$ cat config.mk
export PLATFORM = sky130hd
export DESIGN_NAME = scalar_tuple_seq
export DESIGN_NICKNAME = d
export VERILOG_FILES = /design/src/rtl/scalar_tuple_pkg.sv /design/src/rtl/scalar_tuple_tbl.sv /design/src/rtl/scalar_tuple_seq.sv
export SDC_FILE = /design/constraint.sdc
export NUM_CORES = 1
export LEC_CHECK = 0
export BUFFER_PORTS_ARGS = -buffer_cell sky130_fd_sc_hd__buf_2
export CAP_MARGIN = 30
export CELL_PAD_IN_SITES_DETAIL_PLACEMENT = 2
export CELL_PAD_IN_SITES_GLOBAL_PLACEMENT = 2
export CORE_ASPECT_RATIO = 1.25
export CORE_MARGIN = 4
export CORE_UTILIZATION = 37
export DETAILED_ROUTE_END_ITERATION = 12
export PLACE_DENSITY = 0.83
export SLEW_MARGIN = 40
export SYNTH_ARGS = -nofsm -noshare
export SYNTH_HDL_FRONTEND = slang
export SYNTH_SLANG_ARGS = --single-unit
$ cat constraint.sdc
create_clock -name clock_i -period 2.3 [get_ports clock_i]
set_clock_uncertainty 0.15 [all_clocks]
set_input_delay 0.69 -clock clock_i [delete_from_list [all_inputs] [get_ports clock_i]]
set_output_delay 0.69 -clock clock_i [all_outputs]
set_load 0.01 [all_outputs]
$ cat src/rtl/scalar_tuple_pkg.sv
// Shared types and helpers for the scalar-tuple sequencer: FSM state encoding,
// width clamping and width-to-mask conversion.
package scalar_tuple_pkg;

    typedef enum logic [1:0] {
        StIdle,
        StScan,
        StEmit,
        StDone
    } state_e;

    localparam int unsigned MaskW = 32;

    // Mask with the low w bits set; saturates at MaskW bits.
    function automatic logic [MaskW-1:0] width_mask(input int unsigned w);
        if (w >= MaskW) begin
            return '1;
        end
        return (32'd1 << w) - 32'd1;
    endfunction

    function automatic int unsigned clamp_width(input int unsigned w, input int unsigned wmax);
        return (w > wmax) ? wmax : w;
    endfunction

endpackage

$ cat src/rtl/scalar_tuple_tbl.sv
// Field table for the scalar-tuple sequencer: per-field width/value registers with
// masked writes, truncation detection and a "higher enabled field exists" vector.
module scalar_tuple_tbl #(
    parameter int unsigned NFIELDS = 10,
    parameter int unsigned WMAX    = 4,
    parameter int unsigned IDXW    = $clog2(NFIELDS),
    parameter int unsigned WW      = $clog2(WMAX + 1)
) (
    input  logic               clk_i,
    input  logic               rst_ni,
    input  logic               we_i,
    input  logic [IDXW-1:0]    idx_i,
    input  logic [WW-1:0]      width_i,
    input  logic [WMAX-1:0]    value_i,
    output logic               trunc_o,
    output logic [WW-1:0]      width_o [NFIELDS],
    output logic [WMAX-1:0]    value_o [NFIELDS],
    output logic [NFIELDS-1:0] higher_en_o
);
    import scalar_tuple_pkg::*;

    logic [WW-1:0]      width_q [NFIELDS];
    logic [WMAX-1:0]    value_q [NFIELDS];
    logic [WW-1:0]      wr_width;
    logic [WMAX-1:0]    wr_mask;
    logic [WMAX-1:0]    wr_value;
    logic [NFIELDS-1:0] en;

    always_comb begin
        wr_width = WW'(clamp_width(32'(width_i), WMAX));
        wr_mask  = WMAX'(width_mask(32'(wr_width)));
        wr_value = value_i & wr_mask;
        // A disabled entry carries no value, so dropping its bits is not a truncation.
        trunc_o  = (wr_width != '0) && (|(value_i & ~wr_mask));
    end

    always_ff @(posedge clk_i or negedge rst_ni) begin
        if (!rst_ni) begin
            for (int i = 0; i < int'(NFIELDS); i++) begin
                width_q[i] <= '0;
                value_q[i] <= '0;
            end
        end else if (we_i) begin
            width_q[idx_i] <= wr_width;
            value_q[idx_i] <= wr_value;
        end
    end

    always_comb begin
        en          = '0;
        higher_en_o = '0;
        for (int i = 0; i < int'(NFIELDS); i++) begin
            en[i] = (width_q[i] != '0);
        end
        for (int i = 0; i < int'(NFIELDS); i++) begin
            higher_en_o[i] = |(en >> (i + 1));
        end
    end

    assign width_o = width_q;
    assign value_o = value_q;

endmodule

$ cat src/rtl/scalar_tuple_seq.sv
// Scalar-tuple sequencer: runtime-loadable table of variable-width fields streamed
// in index order over a valid/ready handshake, skipping width-0 (disabled) fields.
module scalar_tuple_seq #(
    parameter int unsigned NFIELDS = 10,
    parameter int unsigned WMAX    = 4,
    parameter int unsigned IDXW    = $clog2(NFIELDS),
    parameter int unsigned WW      = $clog2(WMAX + 1)
) (
    input  logic            clock_i,
    input  logic            reset_ni,
    input  logic            cfg_we_i,
    input  logic [IDXW-1:0] cfg_idx_i,
    input  logic [WW-1:0]   cfg_width_i,
    input  logic [WMAX-1:0] cfg_value_i,
    input  logic            start_i,
    output logic            busy_o,
    output logic            out_valid_o,
    input  logic            out_ready_i,
    output logic [IDXW-1:0] out_idx_o,
    output logic [WW-1:0]   out_width_o,
    output logic [WMAX-1:0] out_data_o,
    output logic            out_last_o,
    output logic            done_o,
    output logic            err_trunc_o,
    output logic            err_cfg_o
);
    import scalar_tuple_pkg::*;

    localparam logic [IDXW-1:0] LastIdx = IDXW'(NFIELDS - 1);

    state_e             state_q, state_d;
    logic [IDXW-1:0]    idx_q, idx_d;
    logic [WW-1:0]      ow_q, ow_d;
    logic [WMAX-1:0]    od_q, od_d;
    logic               err_trunc_q, err_trunc_d;
    logic               err_cfg_q, err_cfg_d;

    logic [WW-1:0]      tbl_width [NFIELDS];
    logic [WMAX-1:0]    tbl_value [NFIELDS];
    logic [NFIELDS-1:0] higher_en;
    logic               tbl_trunc;
    logic               idx_in_range;
    logic               wr_legal;
    logic               emit;
    logic               cur_last;

    assign idx_in_range = (32'(cfg_idx_i) < NFIELDS);
    assign wr_legal     = cfg_we_i && (state_q == StIdle) && idx_in_range;

    scalar_tuple_tbl #(
        .NFIELDS (NFIELDS),
        .WMAX    (WMAX),
        .IDXW    (IDXW),
        .WW      (WW)
    ) u_tbl (
        .clk_i       (clock_i),
        .rst_ni      (reset_ni),
        .we_i        (wr_legal),
        .idx_i       (cfg_idx_i),
        .width_i     (cfg_width_i),
        .value_i     (cfg_value_i),
        .trunc_o     (tbl_trunc),
        .width_o     (tbl_width),
        .value_o     (tbl_value),
        .higher_en_o (higher_en)
    );

    assign emit     = (state_q == StEmit);
    assign cur_last = !higher_en[idx_q];

    always_comb begin
        state_d     = state_q;
        idx_d       = idx_q;
        ow_d        = ow_q;
        od_d        = od_q;
        err_trunc_d = err_trunc_q | (wr_legal & tbl_trunc);
        err_cfg_d   = err_cfg_q | (cfg_we_i & ~wr_legal);

        case (state_q)
            StIdle: begin
                if (start_i) begin
                    state_d = StScan;
                    idx_d   = '0;
                end
            end
            StScan: begin
                if (tbl_width[idx_q] != '0) begin
                    state_d = StEmit;
                    ow_d    = tbl_width[idx_q];
                    od_d    = tbl_value[idx_q];
                end else if (idx_q == LastIdx) begin
                    state_d = StDone;
                end else begin
                    idx_d = idx_q + 1'b1;
                end
            end
            StEmit: begin
                if (out_ready_i) begin
                    if (cur_last) begin
                        state_d = StDone;
                    end else begin
                        state_d = StScan;
                        idx_d   = idx_q + 1'b1;
                    end
                end
            end
            StDone: begin
                state_d = StIdle;
            end
            default: begin
                state_d = StIdle;
            end
        endcase
    end

    always_ff @(posedge clock_i or negedge reset_ni) begin
        if (!reset_ni) begin
            state_q     <= StIdle;
            idx_q       <= '0;
            ow_q        <= '0;
            od_q        <= '0;
            err_trunc_q <= 1'b0;
            err_cfg_q   <= 1'b0;
        end else begin
            state_q     <= state_d;
            idx_q       <= idx_d;
            ow_q        <= ow_d;
            od_q        <= od_d;
            err_trunc_q <= err_trunc_d;
            err_cfg_q   <= err_cfg_d;
        end
    end

    // Presentation fields are forced to zero whenever no field is being offered.
    assign busy_o      = (state_q != StIdle);
    assign out_valid_o = emit;
    assign out_idx_o   = emit ? idx_q : '0;
    assign out_width_o = emit ? ow_q : '0;
    assign out_data_o  = emit ? od_q : '0;
    assign out_last_o  = emit & cur_last;
    assign done_o      = (state_q == StDone);
    assign err_trunc_o = err_trunc_q;
    assign err_cfg_o   = err_cfg_q;

endmodule
==> impl_metrics.tcl, run 1 <==
set metrics [dict create \
    p_per_area_nw_per_um2 1270 \
    cts.sinks 85 \
    synth_area_um2 4410 \
    grt_pass1_wl_mm 27.2 \
    violations "setup timing" \
    r2r_cells 9 \
    antenna_left 0 \
    min_path_type "in2async" \
    topRoutingLayerUsed "met5" \
    synth_seq_area_share 0.482 \
    setup_slack_ps -725 \
    routed-wl-met3_um 993 \
    tns_ps -18200 \
    wl_met2_mm 11.6 \
    layout.nets 541 \
    synth_ff_type "dfrtp_1" \
    worstMarginPinSlew_ps 835 \
    ys_ff_latch 85 \
    cts.htree.levels 3 \
    period_share 1.32 \
    drc 0 \
    synth_area_per_cell_um2 11.8 \
    gp_congestion 0.844 \
    place_area_um2 5390 \
    drive_gt1_frac 0.583 \
    port_buffers 32 \
    rr_startpoint "idx_q[0]" \
    rsz0062_at_grt "yes" \
    cts.clk_slew.worst_paths_ps 70 \
    cts_tree "yes" \
    clock_latency_ps 360 \
    status "complete, but fails checks" \
    leakage_nw 3.11 \
    ir_drop_uv 580 \
    fp-row-count 44 \
    critical_path_peak_fanout 2 \
    final_util 0.582 \
    firstDrtPassIters 4 \
    grt_usage 0.270 \
    fp.coreArea_um2 11600 \
    maxSlewHeadroom 0.438 \
    overflow 0 \
    place_hpwl_mm 10.7 \
    setup.worst_path.start_class "register" \
    async_reset_ff_frac 1.00 \
    drt_iter0_markers 224 \
    maxSlewViolCount 0 \
    synth_cell_types 50 \
    routed_wl_mm 22.3 \
    total_power_mw 8.57 \
    setup_viol_count_final 86 \
    yosys_warnings 0 \
    synth-edff-count 0 \
    routed_via_density 5.86 \
    m1WireLength_mm 8.52 \
    max_freq_mhz 331 \
    postCtsHoldBufs 0 \
    cts_buffer_depth 2 \
    drv_cap 0 \
    r2r_setup_slack_ps -420 \
    chipWidth_um 106 \
    hold_viol 0 \
    critPathArrivalTime_ps 2190 \
    endpoint_kind "output pin" \
    syn2layout_area_growth_pct 53.3 \
    diodes 0 \
    syn_nets 396 \
    synthCells 373 \
    grt_pass1_vias 4311 \
    finalCriticalPeriod_ps 3030 \
    clockRootBuffer "clkbuf_16" \
    fp.dieH_um 130 \
    start_util 0.380 \
    dieArea_um2 13700 \
    worst-endpoint-required_ps 1460 \
    wire_per_inst_um 32.7 \
    design_area_um2 6760 \
    num_vias 4005 \
    r2r-end "idx_q[0]" \
    antenna_found_initial 1 \
    cts_made_buffers 9 \
    dp.cells 625 \
    finalNonFillerCells 684 \
    pin_count 33 \
    critPathKind "reg2out" \
    grt_max_degree 86 \
]
## critical path: stages (launching register included)
cell and delay (ps):
dfrtp_1 400, nor3_1 400, nand3_1 210, a2111oi_4 240, buf_4 170, o211ai_1 150
nand2_1 120, buf_2 150
## worst max path at each step
stage	slack, ps	end	depth (start not counted)	start
detailed placement	-320	out_last_o	7	u_tbl.width_o[18]
CTS	-600	out_last_o	7	u_tbl.width_o[20]
global placement	-180	u_tbl.value_o[6]	6	cfg_idx_i[1]
floorplan	-130	u_tbl.width_o[3]	8	cfg_idx_i[2]
global route	-830	out_last_o	7	u_tbl.width_o[12]
finish	-730	out_last_o	7	u_tbl.width_o[12]
## cell usage in the layout, fill, tap and decap left out, types with 5 or more instances in the layout
cell / count
o22ai_1: 5
nand2b_1: 6
mux2i_1: 17
buf_2: 22
buf_12: 6
nand2_1: 22
and2_4: 8
mux2_4: 55
mux2_2: 5
nor2_1: 13
buf_6: 38
nor3_2: 7
ha_1: 5
buf_4: 84
o21ai_0: 7
dfrtp_1: 83
o21ai_1: 10
clkbuf_16: 10
inv_1: 7
a21oi_1: 6
mux4_2: 11
## per-stage QoR
step | hold slack [ps] | setup WS, ps
final | 185 | -725
after global routing | 216 | -826
after CTS | 248 | -602
after detailed placement | 307 | -323
after global placement | 288 | -179
after floorplan | 244 | -130
## logic make-up after synthesis
| logic type | share of synthesized area |
|---|---|
| AOI/OAI and AO/OA | 0.102 |
| DFF | 0.482 |
| buffers and inverters | 0.0298 |
| and+or+nand+nor | 0.115 |
| adders and majority gates | 0.0199 |
| muxes | 0.251 |
## cells in the mapped netlist (5+ instances only)
cell type	instances	area, µm²
o22ai_1	5	31.3
nand2_1	27	101
a31oi_1	6	37.5
nand3_1	5	25.0
a21oi_1	8	40.0
inv_1	11	41.3
ha_1	7	87.6
mux4_2	11	248
clkbuf_1	12	45.0
mux2_2	59	664
dfrtp_1	85	2130
nand2b_1	6	37.5
nor3_1	11	55.1
mux2i_1	18	180
o21ai_0	18	90.1
and2_1	11	68.8
nor2_1	17	63.8
## layer usage
metal  track usage  up-vias
met1         0.309     2116
met3        0.0366       83
met2         0.506      160
met4         0.116        2
li1              -     1644
met5             0        -
## final cells by class
type	instances	area [µm²]
sequential	85	2130
clock buffer	10	229
timing repair buffer	152	1330
multi-input combinational	259	2730
tap	161	201
clock inverter	6	93.8
fill	1052	4860
inverter	11	46.3
## where the power goes
| part | switching, mW | total, mW | internal [mW] |
|---|---|---|---|
| Clock | 0.720 | 1.68 | 0.965 |
| Sequential | 0.415 | 2.28 | 1.87 |
| Combinational | 2.21 | 4.60 | 2.39 |
## timing repair
item / 4_1_cts / 5_1_grt
buffers inserted: 9 / 35
gates cloned: 2 / 1
pin swaps: 15 / 21
resized for setup: 49 / 126
endpoints found under the setup margin: 33 / 71
## flip-flops by register name (all words and copies together), names as in the netlist
register and count:
ow_q 3, idx_q 4, err_cfg_o 1, u_tbl.value_o 40
u_tbl.width_o 30, od_q 4, state_q 2, err_trunc_o 1
Power figures use the tool's default switching activity.
==> run 2, diff against run 1 <==
CORE_UTILIZATION = 38   (was 37)
SYNTH_HIERARCHICAL = 1   (was not set)
TNS_END_PERCENT = 10   (was not set)
==> impl_metrics.tcl, run 2 <==
set metrics [dict create \
    fp-row-count 44 \
    finalCriticalPeriod_ps 3390 \
    start_util 0.387 \
    synth-edff-count 0 \
    yosys_warnings 6 \
    fp.coreArea_um2 11600 \
    r2r_setup_slack_ps -730 \
    synth_cell_types 54 \
    antenna_found_initial 0 \
    drc 0 \
    syn_nets 375 \
    clockRootBuffer "clkbuf_16" \
    gp_congestion 0.799 \
    period_share 1.48 \
    setup.worst_path.start_class "register" \
    grt_pass1_wl_mm 26.5 \
    maxSlewViolCount 0 \
    critPathArrivalTime_ps 2550 \
    min_path_type "in2async" \
    dp.cells 578 \
    drv_cap 0 \
    rsz0062_at_grt "yes" \
    num_vias 3494 \
    synth_seq_area_share 0.476 \
    postCtsHoldBufs 0 \
    dp_slack_ps -762 \
    p_int_mw 4.34 \
    finalNonFillerCells 598 \
    routed_via_density 5.84 \
    routed-wl-met3_um 619 \
    tns_ps -6400 \
    seq_power_share 0.293 \
    design_area_um2 5870 \
    diodes 0 \
    cts_tree "yes" \
    synth_ff_type "dfrtp_1" \
    antenna_left 0 \
    critical_path_peak_fanout 2 \
    violations "setup timing" \
    layout_common_cells "dfrtp_1, buf_4, mux2_2" \
    hold_viol 0 \
    crit_slowest_cell "mux4_2" \
    status "complete, but fails checks" \
    cts.htree.levels 3 \
    grt_max_degree 69 \
    wire_per_inst_um 29.2 \
    post-synth-top-area-fraction 0.476 \
    largest_reg_flops 40 \
    path_buf_inv 3 \
    leakage_nw 2.85 \
    ys_ff_latch 85 \
    synth.area.top_cells "dfrtp_1, mux2_2, mux4_2" \
    power_switching_share 0.380 \
    topRoutingLayerUsed "met4" \
    place_hpwl_mm 10.7 \
    drt_iter0_markers 129 \
    worstMarginPinSlew_ps 819 \
    m1WireLength_mm 6.46 \
    async_reset_ff_frac 1.00 \
    yosysMostFrequentCell "dfrtp_1" \
    syn2layout_area_growth_pct 31.4 \
    synth_area_per_cell_um2 12.7 \
    firstDrtPassIters 4 \
    wl_met2_mm 9.48 \
    clock_latency_ps 350 \
    maxSlewHeadroom 0.453 \
    overflow 0 \
    slowest_delay_ps 460 \
    cts_buffer_depth 2 \
    grt_pass1_vias 4135 \
    cts_made_buffers 9 \
    path_cells "or3_4, buf_4, nor2b_4, nand2_1, mux4_2, nand2b_4, a31o_4, inv_2, buf_6" \
    ir_drop_uv 574 \
    endpoint_kind "output pin" \
    grt_usage 0.264 \
    pin_count 33 \
    chipWidth_um 105 \
    synth_area_um2 4470 \
    dieArea_um2 13600 \
    critPathKind "reg2out" \
    power_switching_mw 2.66 \
    p_comb_frac 0.480 \
    clkPwrFrac 0.227 \
    layout_commonest_cell "dfrtp_1" \
    max_freq_mhz 295 \
    synth_commonest_cells "dfrtp_1, mux2_2, mux2i_1, nand2_1" \
    setup_viol_count_final 24 \
    p_per_area_nw_per_um2 1190 \
    synthCells 352 \
    fp.dieH_um 129 \
    routed_wl_mm 17.5 \
    place_area_um2 5300 \
    cpLargestDelayFamily "simple AND/OR/NAND/NOR gates" \
    layout.nets 478 \
    total_power_mw 7.00 \
    cts.clk_slew.worst_paths_ps 70 \
    yosys.area.top_type "dfrtp_1" \
    cts.sinks 85 \
    drive_gt1_frac 0.570 \
    worst-endpoint-required_ps 1460 \
    nFillCells 1104 \
    setup_slack_ps -1090 \
    port_buffers 32 \
]
-- run 2: cell types whose count changed in the layout (fill, tap and decap cells not counted), sizes merged, moves of 4 or more --
cell | previous run | this run
a21oi | 9 | 1
a31oi | 7 | 3
buf | 151 | 115
mux2 | 60 | 73
nand2 | 27 | 18
nor2 | 17 | 4
nor3 | 13 | 8
o211ai | 4 | 0
o21ai | 22 | 7
-- run 2: path summary, 6_finish.rpt --
path                                       start  cells past startpoint           endpoint
worst max-delay path            u_tbl/width_o[0]                      9         out_last_o
worst min-delay path                    reset_ni                      1  u_tbl/width_o[17]
worst max register to register  u_tbl/width_o[0]                     12           idx_q[1]
worst min register to register         err_cfg_o                      1          err_cfg_o
max in group asynchronous               reset_ni                      2   u_tbl/width_o[8]
min in group clock_i                   err_cfg_o                      1          err_cfg_o
-- run 2: cell families (layout without fill, tap and decap cells) --
family                     after synthesis  count (layout)  share of synthesized area
DFF                                     85              85                      0.476
and+or+nand+nor                         80              80                      0.106
muxes                                  103             103                      0.285
adders and majority gates                7               7                     0.0196
buffers and inverters                   34             142                     0.0375
AOI/OAI and AO/OA                       42              42                     0.0753
other                                    1               1                   0.000839
-- run 2: what timing repair did --
| item | CTS | global route |
|---|---|---|
| gates cloned | 0 | 0 |
| buffers inserted | 4 | 1 |
| gates resized for setup | 30 | 22 |
| pin swaps | 4 | 6 |
| setup endpoints to repair | 95 | 64 |
-- run 2: worst reg2reg max path, cell delays in order (launching register included) --
cell and delay (ps):
dfrtp_1 400, or3_4 410, buf_4 160, nor2b_4 150
nand2_1 80, mux4_2 460, nand2b_4 160, a31o_4 240
buf_4 120, buf_4 130, o2111ai_4 90, nand2b_4 220
mux2i_1 180
-- run 2: per-layer routing --
| layer | up-vias | GRT usage |
|---|---|---|
| li1 | 1484 | - |
| met1 | 1837 | 0.285 |
| met2 | 113 | 0.491 |
| met3 | 60 | 0.0473 |
| met4 | 0 | 0.144 |
| met5 | - | 0 |
-- run 2: final cells by class --
cell class	count	area, µm²	share of cell area
multi-input combinational	233	2330	0.396
sequential	85	2130	0.363
timing repair buffer	115	887	0.151
clock buffer	10	239	0.0407
tap	138	173	0.0294
clock inverter	6	75.1	0.0128
inverter	11	41.3	0.00703
-- run 2: per-stage QoR --
step / hold WS [ps] / util
4_1_cts: 64.8 / 0.500
2_1_floorplan: 244 / -
3_3_place_gp: 288 / 0.458
5_1_grt: 68.3 / 0.508
3_5_place_dp: 297 / 0.458
6_report: 65.7 / 0.508
-- run 2: power groups by stage --
stage	clock network (mW)	logic, mW	registers (mW)
final	1.59	3.36	2.05
after global routing	1.70	3.55	2.08
after CTS	1.58	3.12	2.03
after detailed placement	0	2.78	2.05
after global placement	0	2.53	2.01
after floorplan	0	1.66	1.96
